`src/rtl/avg_pkg.sv`:
```
// Shared constants and sample type for the moving-average feed path.
package avg_pkg;
    localparam int AVG_W   = 8;
    localparam int AVG_WIN = 8;

    typedef logic [AVG_W-1:0] avg_sample_t;
endpackage

```
`src/rtl/avg_feed_fifo.sv`:
```
// Synchronous FIFO with push/pop, full/empty flags and occupancy count.
// Pushes while full and pops while empty are ignored; pointers wrap naturally.
module avg_feed_fifo #(
    parameter int WIDTH = 8,
    parameter int DEPTH = 8
) (
    input  logic                   clk,
    input  logic                   rs,
    input  logic                   push,
    input  logic [WIDTH-1:0]       push_data,
    input  logic                   pop,
    output logic [WIDTH-1:0]       pop_data,
    output logic                   full,
    output logic                   empty,
    output logic [$clog2(DEPTH):0] count
);
    localparam int AW = $clog2(DEPTH);

    logic [WIDTH-1:0] mem [DEPTH];
    logic [AW-1:0]    wr_ptr;
    logic [AW-1:0]    rd_ptr;
    logic             wr_en;
    logic             rd_en;

    assign full     = (count == (AW+1)'(DEPTH));
    assign empty    = (count == '0);
    assign wr_en    = push && !full;
    assign rd_en    = pop && !empty;
    assign pop_data = mem[rd_ptr];

    always_ff @(posedge clk) begin
        if (wr_en) begin
            mem[wr_ptr] <= push_data;
        end
    end

    always_ff @(posedge clk) begin
        if (rs) begin
            wr_ptr <= '0;
            rd_ptr <= '0;
            count  <= '0;
        end else begin
            if (wr_en) begin
                wr_ptr <= wr_ptr + 1'b1;
            end
            if (rd_en) begin
                rd_ptr <= rd_ptr + 1'b1;
            end
            case ({wr_en, rd_en})
                2'b10:   count <= count + 1'b1;
                2'b01:   count <= count - 1'b1;
                default: count <= count;
            endcase
        end
    end
endmodule

```
`src/rtl/avg_feed.sv`:
```
// Sample feeder for the 8-tap averager: FIFO-buffered samples issued every DIV clocks.
// Build option AVG_FEED_ZERO_FILL_EN: empty-FIFO ticks issue a zero sample instead of skipping.
module avg_feed
    import avg_pkg::*;
#(
    parameter int WIDTH = AVG_W,
    parameter int DEPTH = 8,
    parameter int DIV   = 2
) (
    input  logic                   clk,
    input  logic                   rs,
    input  logic                   in_valid,
    input  logic [WIDTH-1:0]       in_data,
    output logic                   in_ready,
    output logic [WIDTH-1:0]       num_in,
    output logic                   num_valid,
    output logic                   win_full,
    output logic [$clog2(DEPTH):0] count
);
    localparam int WCW = $clog2(AVG_WIN) + 1;

    logic [7:0]       presc;
    logic             tick;
    logic [WCW-1:0]   win_cnt;
    logic             full;
    logic             empty;
    logic             pop;
    logic [WIDTH-1:0] head;

    assign in_ready = !full && !rs;
    assign tick     = (presc == 8'(DIV - 1));
    assign pop      = tick && !empty;

    avg_feed_fifo #(
        .WIDTH (WIDTH),
        .DEPTH (DEPTH)
    ) u_fifo (
        .clk       (clk),
        .rs        (rs),
        .push      (in_valid && in_ready),
        .push_data (in_data),
        .pop       (pop),
        .pop_data  (head),
        .full      (full),
        .empty     (empty),
        .count     (count)
    );

    // Every issued strobe advances the window counter, which saturates at the window length.
    always_ff @(posedge clk) begin
        if (rs) begin
            presc     <= '0;
            num_in    <= '0;
            num_valid <= 1'b0;
            win_cnt   <= '0;
            win_full  <= 1'b0;
        end else begin
            presc     <= tick ? 8'd0 : presc + 8'd1;
            num_valid <= 1'b0;
            if (tick) begin
                if (!empty) begin
                    num_in    <= head;
                    num_valid <= 1'b1;
                    if (win_cnt != WCW'(AVG_WIN)) begin
                        win_cnt <= win_cnt + 1'b1;
                    end
                    if (win_cnt == WCW'(AVG_WIN - 1)) begin
                        win_full <= 1'b1;
                    end
                end
`ifdef AVG_FEED_ZERO_FILL_EN
                else begin
                    num_in    <= '0;
                    num_valid <= 1'b1;
                    if (win_cnt != WCW'(AVG_WIN)) begin
                        win_cnt <= win_cnt + 1'b1;
                    end
                    if (win_cnt == WCW'(AVG_WIN - 1)) begin
                        win_full <= 1'b1;
                    end
                end
`endif
            end
        end
    end
endmodule

```
`config.mk`:
```
export PLATFORM = sky130hd
export DESIGN_NAME = avg_feed
export DESIGN_NICKNAME = d
export VERILOG_FILES = /design/src/rtl/avg_pkg.sv /design/src/rtl/avg_feed_fifo.sv /design/src/rtl/avg_feed.sv
export SDC_FILE = /design/constraint.sdc
export NUM_CORES = 1
export LEC_CHECK = 0
export ABC_AREA = 0
export BUFFER_PORTS_ARGS = -buffer_cell sky130_fd_sc_hd__buf_2
export CORE_MARGIN = 3
export CORE_UTILIZATION = 59
export DETAILED_ROUTE_END_ITERATION = 8
export GPL_TIMING_DRIVEN = 1
export PLACE_DENSITY = 0.78
export SLEW_MARGIN = 20
export SYNTH_ARGS = -nofsm -noshare
export SYNTH_HDL_FRONTEND = slang
export SYNTH_SLANG_ARGS = --single-unit
```
`constraint.sdc`:
```
create_clock -name clk -period 3.8 [get_ports clk]
set_clock_uncertainty 0.05 [all_clocks]
set_input_delay 0.76 -clock clk [delete_from_list [all_inputs] [get_ports clk]]
set_output_delay 0.76 -clock clk [all_outputs]
set_load 0.1 [all_outputs]
```
==> results.cfg <==
[status]
status = complete, no violations

[routing]
dr_wl_met3_um = 259
detail-route-antenna-nets = 0
drtIter0Drc = 127
wl_per_cell_um = 17.3
num_vias = 2143
highest_layer = met4
route.met2.wl_um = 3190
routed_via_density = 5.71
m1WireLength_um = 2920
drc = 0
dr.pass1.iters = 4
routed_wl_um = 6500

[cts]
cts_buffers = 9
htree_num_levels = 3
clockRootBuffer = clkbuf_8
clkSinkCount = 96
clkSlewWorstSetupHoldPaths_ns = 0.10
ctsHoldBuffers = 0
clk_latency_ns = 0.35
clockBufferDepth = 2
tritoncts = built
postCtsSetupRepairBufs = 0
postCtsResizedCells = 0

[pwr]
p_sw_mw = 0.651
comb_power_share_pct = 16.6
seqPwrFrac_pct = 54.7
p_leak_nw = 1.50
p_int_mw = 1.51
peakVddDrop_mv = 0.282
totalPowerFinal_mw = 2.16
clockPowerShare_pct = 28.7
p_sw_share_pct = 30.1
power_per_cell_area_mw_per_mm2 = 498

[finish]
drive_gt1_share_pct = 27.2
multi_input_area_sq_mm = 0.00124
fillers = 450
fin_area_sq_mm = 0.00434
fin_nets = 314
area_delta_synth_final_pct = 10.8
diodes = 0
final_core_util_pct = 68.0
regArea_sq_mm = 0.00256
layout.cells.non_filler = 375

[floorplanning]
fp.dieW_um = 87.5
die_y_um = 87.5
core_area_sq_mm = 0.00639
initial_core_util_pct = 61.4
die_area_sq_mm = 0.00766
ios = 26
fp-row-count = 29

[setup_path]
crit_type = register to register
startpoint_type = register
cp.arrival_ns = 3.00
critPathCaptureType = register
crit_required_ns = 4.03
crit_fanout = 6

[sta]
worst_pin_slew_ns = 0.829
slew_violations = 0
hold_slack_ns = 0.444
setup_viol = 0
setup_slack_ns = 1.03
finalCritPeriodShare_pct = 73.0
hold_violations = 0
period_needed_ns = 2.77
rsz0062_at_grt = false
setup_tns_ns = 0
max_slew_margin_pct = 44.7
fmax_ghz = 0.360

[placed_design]
globalplace.congestion = 0.770
dp_cells = 359
place_hpwl_um = 4310
port_buffers = 25
pre_cts_slack_ns = 0.741
dpl_cell_area_sq_mm = 0.00416

[grt]
grt_pass1_vias = 2137
track_usage_pct = 19.4
grt_pass1_wl_um = 10900
grt_antenna_before_repair = 0
grt_overflow_total = 0
grt_max_degree = 30

[yosys]
ys_seq_area_share_pct = 65.4
syn-instance-count = 256
synth-async-reset-ratio_pct = 0
synth_ff_type = edfxtp_1
synth_cell_types = 39
syn_area_per_cell_sq_um = 15.3
ys_warn_count = 0
netlist_area_sq_mm = 0.00392
ys_seq_elements = 96
synth-edff-count = 64
synth_fp_nets = 277

[hold_path]
min_path_type = register to register

[run]
maxCapViolations = 0
cell usage after synthesis, drive strengths merged, types with 2 or more instances:
cell type   n  area [sq um]
nand2       6          22.5
mux4       16           360
xor2        7          61.3
xnor2       5          43.8
nor4b       2          32.5
inv         8          30.0
a21oi       8          40.0
or4         2          18.8
nor3        3          15.0
ha          9           113
nand2b      5          31.3
nand3       4          20.0
edfxtp     64          1920
a211oi      8           100
a21o        2          15.0
clkbuf      4          16.3
mux2i      10           100
buf         8          66.3
nand4       3          18.8
dfxtp      32           641
and3        5          31.3
nor2       35           131
sequential cells by signal, indices dropped and copies added (netlist names):
signal / count
presc: 8
u_fifo.wr_ptr: 3
win_cnt: 4
u_fifo.count: 4
u_fifo.rd_ptr: 3
num_valid: 1
num_in: 8
u_fifo.mem: 64
win_full: 1
layer usage:
metal  track usage (%)  vias to the layer above
met3              4.45                       11
met5                 0                        -
li1                  -                     1031
met1              25.5                     1060
met4              8.79                        0
met2              30.8                       41
cell type report:
class,instances,area share (%)
clock buffer,9,2.85
clock inverter,7,1.41
inverter,8,0.692
multi-input combinational,140,28.7
sequential,96,59.0
tap,77,2.22
timing repair buffer,38,5.13
worst paths after layout:
kind / startpoint / end / slack [ns] / cells after the start
max reg2reg: u_fifo.count[0]$_SDFFE_PP0P_ / u_fifo.count[3]$_SDFFE_PP0P_ / 1.03 / 9
min reg2reg: presc[0]$_SDFF_PP0_ / presc[0]$_SDFF_PP0_ / 0.44 / 1
max: u_fifo.count[0]$_SDFFE_PP0P_ / u_fifo.count[3]$_SDFFE_PP0P_ / 1.03 / 9
min: presc[0]$_SDFF_PP0_ / presc[0]$_SDFF_PP0_ / 0.44 / 1
cell usage in the layout, fill, tap and decap left out, types with 4 or more instances in the layout:
master | synthesis | routed
buf_2 | 1 | 25
buf_4 | 1 | 13
ha_1 | 9 | 9
dfxtp_1 | 32 | 32
inv_1 | 8 | 8
nand3_1 | 4 | 4
edfxtp_1 | 64 | 64
clkbuf_8 | 0 | 9
nand2b_1 | 5 | 5
a211oi_2 | 8 | 8
nand2_1 | 6 | 6
nor2_1 | 35 | 35
and3_1 | 5 | 5
xnor2_1 | 5 | 5
xor2_1 | 7 | 7
a21oi_1 | 8 | 8
mux4_2 | 16 | 16
mux2i_1 | 10 | 10
critical path, stage by stage (launching register included):
cell,delay (ns)
dfxtp_1,0.44
nor4b_1,0.12
nor3b_1,0.51
inv_1,0.09
ha_1,0.24
ha_1,0.33
a21oi_1,0.20
a21oi_1,0.10
or4_1,0.47
a21oi_1,0.15
logic make-up (layout without fill, tap and decap cells):
family / after synthesis / in the layout / share of synthesized area [%]
mux: 26 / 26 / 11.7
simple gates: 70 / 70 / 9.20
fa+ha+maj: 10 / 10 / 3.38
compound gates: 22 / 22 / 4.73
xor+xnor: 12 / 12 / 2.68
flops: 96 / 96 / 65.4
buf+inv: 20 / 62 / 2.87
power groups by stage:
| stage | sequential (mW) | clock [mW] | combinational, mW |
|---|---|---|---|
| after floorplan | 1.32 | 0 | 0.188 |
| after global placement | 1.21 | 0 | 0.354 |
| after detailed placement | 1.21 | 0 | 0.360 |
| after CTS | 1.18 | 0.633 | 0.361 |
| after global routing | 1.19 | 0.676 | 0.384 |
| final | 1.18 | 0.620 | 0.359 |
No activity file was read; power rests on OpenSTA's default activity.
